**src/rtl/rhs_spi_responder.sv**
```systemverilog
// -----------------------------------------------------------------------------
// rhs_spi_responder
//   32-bit SPI target that stands in for an RHS headstage. It captures each
//   command frame from MOSI and returns a host-queued response word on MISO in
//   the same frame. All SPI pins are oversampled in the i_clk domain, and all
//   four SPI modes are supported.
//
// Ports
//   i_clk, i_reset         system clock, synchronous active-high reset
//   i_spi_mode[1:0]        {CPOL, CPHA}, latched when a frame starts
//   i_cs_n, i_sclk, i_mosi SPI pins, asynchronous to i_clk
//   o_miso, o_miso_oe      registered data out and its enable (frame active)
//   i_tx_data, i_tx_valid  response word for the next frame
//   o_tx_ready             response hold register is empty
//   o_rx_data, o_rx_valid  last good command word, 1-cycle update pulse
//   o_rx_error             1-cycle pulse when a frame was not 32 bits long
//   o_busy                 frame in progress
//   o_frame_count[15:0]    number of good frames, wraps at 16'hFFFF
// -----------------------------------------------------------------------------
module rhs_spi_responder #(
    parameter logic [31:0] DEFAULT_RESP = 32'hFFFF_FFFF
) (
    input  logic        i_clk,
    input  logic        i_reset,
    input  logic [1:0]  i_spi_mode,
    input  logic        i_cs_n,
    input  logic        i_sclk,
    input  logic        i_mosi,
    output logic        o_miso,
    output logic        o_miso_oe,
    input  logic [31:0] i_tx_data,
    input  logic        i_tx_valid,
    output logic        o_tx_ready,
    output logic [31:0] o_rx_data,
    output logic        o_rx_valid,
    output logic        o_rx_error,
    output logic        o_busy,
    output logic [15:0] o_frame_count
);

    typedef enum logic [1:0] {
        ST_IDLE   = 2'd0,
        ST_ACTIVE = 2'd1,
        ST_FINISH = 2'd2
    } state_t;

    // Synchronizer chains: meta -> sync -> prev (prev only for edge detection)
    logic        r_cs_meta, r_cs_sync, r_cs_prev;
    logic        r_sclk_meta, r_sclk_sync, r_sclk_prev;
    logic        r_mosi_meta, r_mosi_sync;
    // Fills with ones after reset; r_flush[1] means r_cs_sync now carries a
    // pin value rather than its reset value.
    logic [1:0]  r_flush;

    state_t      r_state, w_next_state;

    logic        r_armed;
    logic [1:0]  r_mode;
    logic [31:0] r_hold;
    logic        r_full;
    logic [31:0] r_tx_shift;
    logic [31:0] r_rx_shift;
    logic [5:0]  r_bit_cnt;
    logic        r_overrun;
    logic        r_miso;
    logic        r_miso_oe;
    logic        r_busy;
    logic [31:0] r_rx_data;
    logic        r_rx_valid;
    logic        r_rx_error;
    logic [15:0] r_frame_count;

    logic        w_cs_fall, w_cs_rise;
    logic        w_sclk_rise, w_sclk_fall;
    logic        w_lead_edge, w_trail_edge;
    logic        w_sample_edge, w_shift_edge;
    logic        w_start, w_end, w_done;
    logic        w_sample, w_shift;
    logic        w_frame_good;
    logic [31:0] w_word;

    // Pin synchronizers; cs_n resets to its idle (high) level
    always_ff @(posedge i_clk) begin
        if (i_reset) begin
            r_cs_meta   <= 1'b1;
            r_cs_sync   <= 1'b1;
            r_cs_prev   <= 1'b1;
            r_sclk_meta <= 1'b0;
            r_sclk_sync <= 1'b0;
            r_sclk_prev <= 1'b0;
            r_mosi_meta <= 1'b0;
            r_mosi_sync <= 1'b0;
            r_flush     <= 2'b00;
        end else begin
            r_cs_meta   <= i_cs_n;
            r_cs_sync   <= r_cs_meta;
            r_cs_prev   <= r_cs_sync;
            r_sclk_meta <= i_sclk;
            r_sclk_sync <= r_sclk_meta;
            r_sclk_prev <= r_sclk_sync;
            r_mosi_meta <= i_mosi;
            r_mosi_sync <= r_mosi_meta;
            r_flush     <= {r_flush[0], 1'b1};
        end
    end

    assign w_cs_fall   = ~r_cs_sync &  r_cs_prev;
    assign w_cs_rise   =  r_cs_sync & ~r_cs_prev;
    assign w_sclk_rise =  r_sclk_sync & ~r_sclk_prev;
    assign w_sclk_fall = ~r_sclk_sync &  r_sclk_prev;

    // Leading edge is rising for CPOL=0 and falling for CPOL=1; CPHA picks
    // whether the leading edge samples (CPHA=0) or shifts (CPHA=1).
    assign w_lead_edge   = r_mode[1] ? w_sclk_fall : w_sclk_rise;
    assign w_trail_edge  = r_mode[1] ? w_sclk_rise : w_sclk_fall;
    assign w_sample_edge = r_mode[0] ? w_trail_edge : w_lead_edge;
    assign w_shift_edge  = r_mode[0] ? w_lead_edge  : w_trail_edge;

    assign w_word       = r_full ? r_hold : DEFAULT_RESP;
    assign w_frame_good = (r_bit_cnt == 6'd32) && !r_overrun;

    // FSM state register
    always_ff @(posedge i_clk) begin
        if (i_reset) begin
            r_state <= ST_IDLE;
        end else begin
            r_state <= w_next_state;
        end
    end

    // Next-state and per-cycle strobes; a cs_n rise beats a same-cycle sclk edge
    always_comb begin
        w_next_state = r_state;
        w_start      = 1'b0;
        w_end        = 1'b0;
        w_done       = 1'b0;
        w_sample     = 1'b0;
        w_shift      = 1'b0;
        case (r_state)
            ST_IDLE: begin
                if (w_cs_fall && r_armed) begin
                    w_next_state = ST_ACTIVE;
                    w_start      = 1'b1;
                end else begin
                    w_next_state = ST_IDLE;
                end
            end
            ST_ACTIVE: begin
                if (w_cs_rise) begin
                    w_next_state = ST_FINISH;
                    w_end        = 1'b1;
                end else begin
                    w_next_state = ST_ACTIVE;
                    w_sample     = w_sample_edge;
                    w_shift      = w_shift_edge;
                end
            end
            ST_FINISH: begin
                w_next_state = ST_IDLE;
                w_done       = 1'b1;
            end
            default: begin
                w_next_state = ST_IDLE;
            end
        endcase
    end

    // Response hold register and the arming flag for cs_n falls
    always_ff @(posedge i_clk) begin
        if (i_reset) begin
            r_hold  <= 32'h0000_0000;
            r_full  <= 1'b0;
            r_armed <= 1'b0;
        end else begin
            // Write and frame-start clear never coincide: write needs an empty
            // hold, the clear only matters when it is full.
            if (i_tx_valid && !r_full) begin
                r_hold <= i_tx_data;
                r_full <= 1'b1;
            end else if (w_start) begin
                r_full <= 1'b0;
            end else begin
                r_full <= r_full;
            end
            // Only arm once cs_n has been seen high through a refilled chain,
            // so a cs_n held low across reset cannot start a partial frame.
            if (w_start) begin
                r_armed <= 1'b0;
            end else if (r_flush[1] && r_cs_sync) begin
                r_armed <= 1'b1;
            end else begin
                r_armed <= r_armed;
            end
        end
    end

    // Frame datapath: shift registers, bit counter, MISO and status outputs
    always_ff @(posedge i_clk) begin
        if (i_reset) begin
            r_mode        <= 2'b00;
            r_tx_shift    <= 32'h0000_0000;
            r_rx_shift    <= 32'h0000_0000;
            r_bit_cnt     <= 6'd0;
            r_overrun     <= 1'b0;
            r_miso        <= 1'b0;
            r_miso_oe     <= 1'b0;
            r_busy        <= 1'b0;
            r_rx_data     <= 32'h0000_0000;
            r_rx_valid    <= 1'b0;
            r_rx_error    <= 1'b0;
            r_frame_count <= 16'h0000;
        end else begin
            r_rx_valid <= 1'b0;
            r_rx_error <= 1'b0;
            if (w_start) begin
                r_mode    <= i_spi_mode;
                r_bit_cnt <= 6'd0;
                r_overrun <= 1'b0;
                r_busy    <= 1'b1;
                r_miso_oe <= 1'b1;
                // CPHA=0 must present bit 31 before the first (sampling) edge
                if (!i_spi_mode[0]) begin
                    r_miso     <= w_word[31];
                    r_tx_shift <= {w_word[30:0], 1'b0};
                end else begin
                    r_miso     <= 1'b0;
                    r_tx_shift <= w_word;
                end
            end
            if (w_sample) begin
                if (r_bit_cnt < 6'd32) begin
                    r_rx_shift <= {r_rx_shift[30:0], r_mosi_sync};
                    r_bit_cnt  <= r_bit_cnt + 6'd1;
                end else begin
                    r_overrun  <= 1'b1;
                end
            end
            if (w_shift) begin
                r_miso     <= r_tx_shift[31];
                r_tx_shift <= {r_tx_shift[30:0], 1'b0};
            end
            if (w_end) begin
                r_busy    <= 1'b0;
                r_miso_oe <= 1'b0;
                r_miso    <= 1'b0;
            end
            if (w_done) begin
                if (w_frame_good) begin
                    r_rx_data     <= r_rx_shift;
                    r_rx_valid    <= 1'b1;
                    r_frame_count <= r_frame_count + 16'd1;
                end else begin
                    r_rx_error    <= 1'b1;
                end
            end
        end
    end

    assign o_miso        = r_miso;
    assign o_miso_oe     = r_miso_oe;
    assign o_tx_ready    = ~r_full;
    assign o_rx_data     = r_rx_data;
    assign o_rx_valid    = r_rx_valid;
    assign o_rx_error    = r_rx_error;
    assign o_busy        = r_busy;
    assign o_frame_count = r_frame_count;

endmodule
```
**config.mk**
```make
export PLATFORM = sky130hd
export DESIGN_NAME = rhs_spi_responder
export DESIGN_NICKNAME = d
export VERILOG_FILES = /design/src/rtl/rhs_spi_responder.sv
export SDC_FILE = /design/constraint.sdc
export NUM_CORES = 1
export LEC_CHECK = 0
export ABC_AREA = 1
export BUFFER_PORTS_ARGS = -buffer_cell sky130_fd_sc_hd__buf_4
export CAP_MARGIN = 20
export CORE_MARGIN = 2
export CORE_UTILIZATION = 55
export CTS_CLUSTER_SIZE = 14
export DETAILED_ROUTE_END_ITERATION = 8
export GPL_TIMING_DRIVEN = 0
export PLACE_DENSITY_LB_ADDON = 0.3
export SKIP_LAST_GASP = 1
export SLEW_MARGIN = 10
export SYNTH_ARGS = -nofsm -noshare
export SYNTH_HDL_FRONTEND = slang
export SYNTH_SLANG_ARGS = --single-unit
```
**constraint.sdc**
```tcl
create_clock -name i_clk -period 2.05 [get_ports i_clk]
set_clock_uncertainty 0.1 [all_clocks]
set_input_delay 0 -clock i_clk [delete_from_list [all_inputs] [get_ports i_clk]]
set_output_delay 0 -clock i_clk [all_outputs]
set_load 0.1 [all_outputs]
```
; ---- After elaboration in Yosys (flattened, before gate mapping)
; Index checks and enable logic that the tools add are counted.
[totals]
register_bits = 171
latchBits = 0
ramBits = 0
mem_bits_ro = 0
inputBits = 40
output_inout_bits = 54
elab_cells = 91
memories = 0
[classes]
addsub = 2
mul = 0
div_mod_pow = 0
order_cmp = 1
n_eq_ne = 3
n_shift = 0
muxes = 34
n_bitwise = 10
n_reduce_logical = 15
[op_table]
columns = cell, count
row1 = $mux 32, 4
row2 = $mux 1, 25
row3 = $mux 6, 3
row4 = $add 16x1->16 const B, 1
row5 = $reduce_or 2->1, 4
row6 = $add 6x1->6 const B, 1
row7 = $eq 6x6->1 const B, 1
row8 = $lt 6x6->1 const B, 1
row9 = $not 1->1, 6
row10 = $and 1x1->1, 4
row11 = $logic_and 1x1->1, 4
row12 = $pmux 2 s2, 1
row13 = $reduce_and 2->1, 2
row14 = $reduce_bool 2->1, 2
row15 = $eq 2x1->1 const B, 1
row16 = $eq 2x2->1 const B, 1
row17 = $logic_not 1->1, 2
row18 = $logic_not 2->1, 1
row19 = $mux 2, 1

; ---- Longest topological paths before layout
[logic_depth]
word_depth = 8
mapped_depth = 11
mapped_depth_nobuf = 10

; ---- Worst setup path after synthesis
; OpenSTA, ideal clock, no wires.
[synth_timing]
path_kind = register to register
startpoint = register r_frame_count[0] (netlist: o_frame_count[0])
endpoint = register r_frame_count[10] (netlist: o_frame_count[10])
setup_ps = 117
t_arrival_ps = 2076
required_time_ps = 1833
slack_ps = -243
path_stages_with_launch = 9
path_buffers = 0
synth_period_minus_slack_ps = 2293
cell_sequence = dfxtp_1 > ha_1 > nand2_1 > nor2_1 > nand2_1 > nor3_1 > nand2_1 > nand2_1 > nor2_1
[synth_via]
elab_chain_len = 1
[synth_rtl]
columns = element, line_no
row1 = from (decl), 71  ; logic [15:0] r_frame_count;
row2 = from (signal assigned), 251  ; r_frame_count <= r_frame_count + 16'd1;
row3 = $add 16x1->16, 251
; No other way between the ends.
; A chain may end at the register's enable or synchronous reset.

; ---- Worst setup path after layout
[layout_timing]
startpoint = register r_sclk_sync
endpoint = register r_tx_shift[17]
[layout_via]
elab_chain_len = 7
word_cells_on_any_way = 10
classes_between = mux: 6 / bitwise: 3 / reduce/logical: 1
[layout_rtl]
columns = element, line_no
row1 = from (decl), 49  ; logic r_sclk_meta, r_sclk_sync, r_sclk_prev;
row2 = from (signal assigned), 99  ; r_sclk_sync <= r_sclk_meta;
row3 = $not 1->1, 110  ; assign w_sclk_fall = ~r_sclk_sync & r_sclk_prev;
row4 = $and 1x1->1, 110
row5 = $mux 1 (on tied branches), "115, 114"
row6 = $mux 1 (*), 117  ; assign w_shift_edge = r_mode[0] ? w_lead_edge : w_trail_edge;
row7 = $mux 1 (*), 149  ; if (w_cs_rise) begin
row8 = $mux 1 (*), 139  ; case (r_state)
row9 = $mux 32 / $reduce_bool 2->1 (equally long branches), n/a
row10 = to (signal assigned), 224  ; r_tx_shift <= {w_word[30:0], 1'b0};
row11 = to (signal assigned), 227  ; r_tx_shift <= w_word;
row12 = to (signal assigned), 240  ; r_tx_shift <= {r_tx_shift[30:0], 1'b0};
row13 = to (decl), 61  ; logic [31:0] r_tx_shift;
; Every way passes the cells marked *; elsewhere a longest branch is shown, timed or not.

==> metrics.txt <==
status=finished clean; top_reg_cell synth=dfxtp_1; FF+latch area=about 3400 sq um; cell family with most CP delay=simple AND/OR/NAND/NOR gates; area occupied by multi-input gates=roughly 3600 sq um; CP Cell Sequence=inv_2 > nand3_1 > nand3_1 > nand3_2 > buf_6 > buf_2 > nand2_1 > nand2_1 > a21oi_1; GRT Residual Overflow=0; Post-CTS Setup Bufs=0; overall power=~0.0075 W; fin cells=approximately 1.5k; CTS clk-pin slew, worst paths=70 ps; pwr/cell area=roughly 770 nW/um^2; First DRT Iteration DRCs=between 500 and 600; max cap viols=0; post-synthesis sequential area ratio=0.436; clock buffer count from CTS=17; 1st-pass router iterations=5; critical path class=reg -> reg; Placement Setup Slack=approximately 240 ps; post-synthesis async set-or-reset flop share=0; Max transition margin=0.535; Startpoint Class=flip-flop; Syn Area/Cell=6.90 sq um; largest net degree at the start of global routing=18; final hold violations=0; f_max=around 540 MHz; CTS root buffer=clkbuf_16; Setup crit end=r_tx_shift[17]$_SDFFE_PP0P_; CTS tree=built; worst-skew pair later-pin latency=~430 ps; Syn Inst Count=1138; initial antenna violation count=0; gp weighted congestion=roughly 0.9; fin nets=1328; first-pass GRT wire length=~33 mm; DP HPWL=14.0 mm; Layout area overhead=24.5%; worst hold path class=in -> reg; Cells after DPL=around 1.4k; commonest non-fill, non-tap cell in the layout=nand2_1; RSZ-0062 raised after global routing=no; crit path launch=r_sclk_sync$_SDFF_PP0_; Synth Net Count=1181; Setup Viol. Count Final=0; Netlist Area Pre-Place=7850 sq um; Netlist cell types=32; Via-to-Cell Ratio=5.22; Overall Global Routing Usage=0.276; DR WL/cell=13.9 um; Core ar.=approximately 14000 sq um; Tmin final=roughly 1800 ps; TNS Setup=0 ps; Seq cells post-synth=approximately 170; Worst VDD drop=about 650 uV; fillers=approximately 1.1k; critical path depth=9; worst reg2reg path depth=9; Yosys Warn Count=0; die width=~120 um; Routed Antenna Nets=0; site row count=43; reg-to-reg setup timing slack=~200 ps; I/O pin cnt=94; H-tree levels=4; critical path capture point type=flip-flop; Max FO, Critical Path=10; Crit-path slowest cell=dfxtp_1; Detailed Route WL=about 20 mm; diode count=0; Static Leak=roughly 4.4 nW; Initial Util=0.564; Slew Viols, Final=0; clock sink count=approximately 170; Tcrit/Tclk final=0.902; r2r startpoint=r_sclk_sync$_SDFF_PP0_; Post-synth EDFFs=0; vias in the first global route=7062; DR DRC count=0; via count=roughly 7.7k; CP bufs+invs=3; hold path depth=7; die height=roughly 120 um; Synth area leader=dfxtp_1; reg2reg end=r_tx_shift[17]$_SDFFE_PP0P_; Worst EP arrival=2030 ps; DIE AREA=around 15000 sq um; Worst Tran Pin Value=~700 ps; Final WS setup=200 ps; top-area cell type share of the netlist area=0.436; clock buffer depth=2; most frequent cells in the layout=238 x nand2_1, 166 x dfxtp_1, 127 x inv_1, 127 x nand3_1, 115 x a21oi_1; fraction of layout cells with a size suffix above 1=0.153; Port Buffers=just over 90; largest cells by area after synthesis=dfxtp_1 44%, nand2_1 11%, nand3_1 8.1%, a21oi_1 7.3%, inv_1 6.1%; CP Data Required Time=around 2200 ps; crit-path max cell delay=between 300 and 400 ps
sequential cells by signal, indices dropped and copies added (netlist names), 2 cells and up:
signal / flops
o_rx_data: 32
r_hold: 32
r_rx_shift: 32
r_tx_shift: 32
o_frame_count: 16
r_bit_cnt: 6
r_flush: 2
r_mode: 2
r_state: 2
worst min path at each step:
stage,to,slack (ps),start
detailed placement,r_cs_meta$_SDFF_PP1_,100,i_cs_n
finish,r_tx_shift[2]$_SDFFE_PP0P_,70,i_spi_mode[0]
CTS,r_mode[0]$_SDFFE_PP0P_,50,i_spi_mode[0]
floorplan,r_cs_meta$_SDFF_PP1_,4,i_cs_n
global route,r_tx_shift[3]$_SDFFE_PP0P_,130,i_spi_mode[0]
global placement,r_cs_meta$_SDFF_PP1_,100,i_cs_n
metrics by stage:
stage               cell area (sq um)  utilization  hold slack (ps)
floorplan                        7860            -             3.81
global placement                 8770        0.629             95.7
detailed placement               8770        0.629             97.7
CTS                              9770        0.701             53.1
global route                     9780        0.702              126
finish                           9780        0.702             66.8
power breakdown:
part	internal, W	leakage [nW]	switching, W	total (W)
logic	0.000234	2.67	0.000397	0.000631
registers	0.00341	1.39	0.0000275	0.00343
clock network	0.00197	0.310	0.00145	0.00343
final cells by class:
class	count	share of cell area
clock inverters	15	0.0211
repair buffers	128	0.108
inverters	131	0.0511
clock buffers	17	0.0435
well taps	180	0.0230
flip-flops and latches	171	0.351
plain buffers	80	0.0393
multi-input cells	756	0.363
synth_stat cells, types with 2 or more instances:
cell type	n
nand2_1	238
ha_1	3
o21ai_1	2
buf_6	3
xor2_1	4
or2_0	10
nand4_1	35
nor2_1	112
nand3_2	2
buf_2	19
dfxtp_1	171
inv_1	128
o21ai_0	70
nand4_4	2
nand2_2	2
or2_2	23
a21oi_1	115
clkbuf_1	39
nor3_1	4
buf_1	9
nand3_1	127
buf_4	10
routing by layer:
metal / vias up / part of all wire / GRT usage
li1: 3933 / - / -
met1: 3504 / 0.43 / 0.346
met2: 231 / 0.48 / 0.457
met3: 46 / 0.059 / 0.0650
met4: 0 / 0.030 / 0.112
met5: - / 0 / 0
cell families after synthesis:
group,after synthesis,share of synthesized area
buffers and inverters,211,0.112
XOR/XNOR,4,0.00446
flip-flops,171,0.436
AO/OA/AOI/OAI,189,0.121
AND/OR/NAND/NOR,560,0.322
adder cells (fa/ha/maj),3,0.00478
worst reg2reg max path, stage by stage, from the launching register on:
cell and delay [ps]:
dfxtp_1 370, inv_2 60, nand3_1 100, nand3_1 270, nand3_2 190, buf_6 150
buf_2 200, nand2_1 110, nand2_1 80, a21oi_1 70
repair_timing:
action | 4_1_cts | 5_1_grt
resized for setup | 0 | 1
hold buffers | 37 | 0
endpoints found under the setup margin | 0 | 1
endpoints found under the hold margin | 36 | 0
No activity file was read; power rests on OpenSTA's default activity.
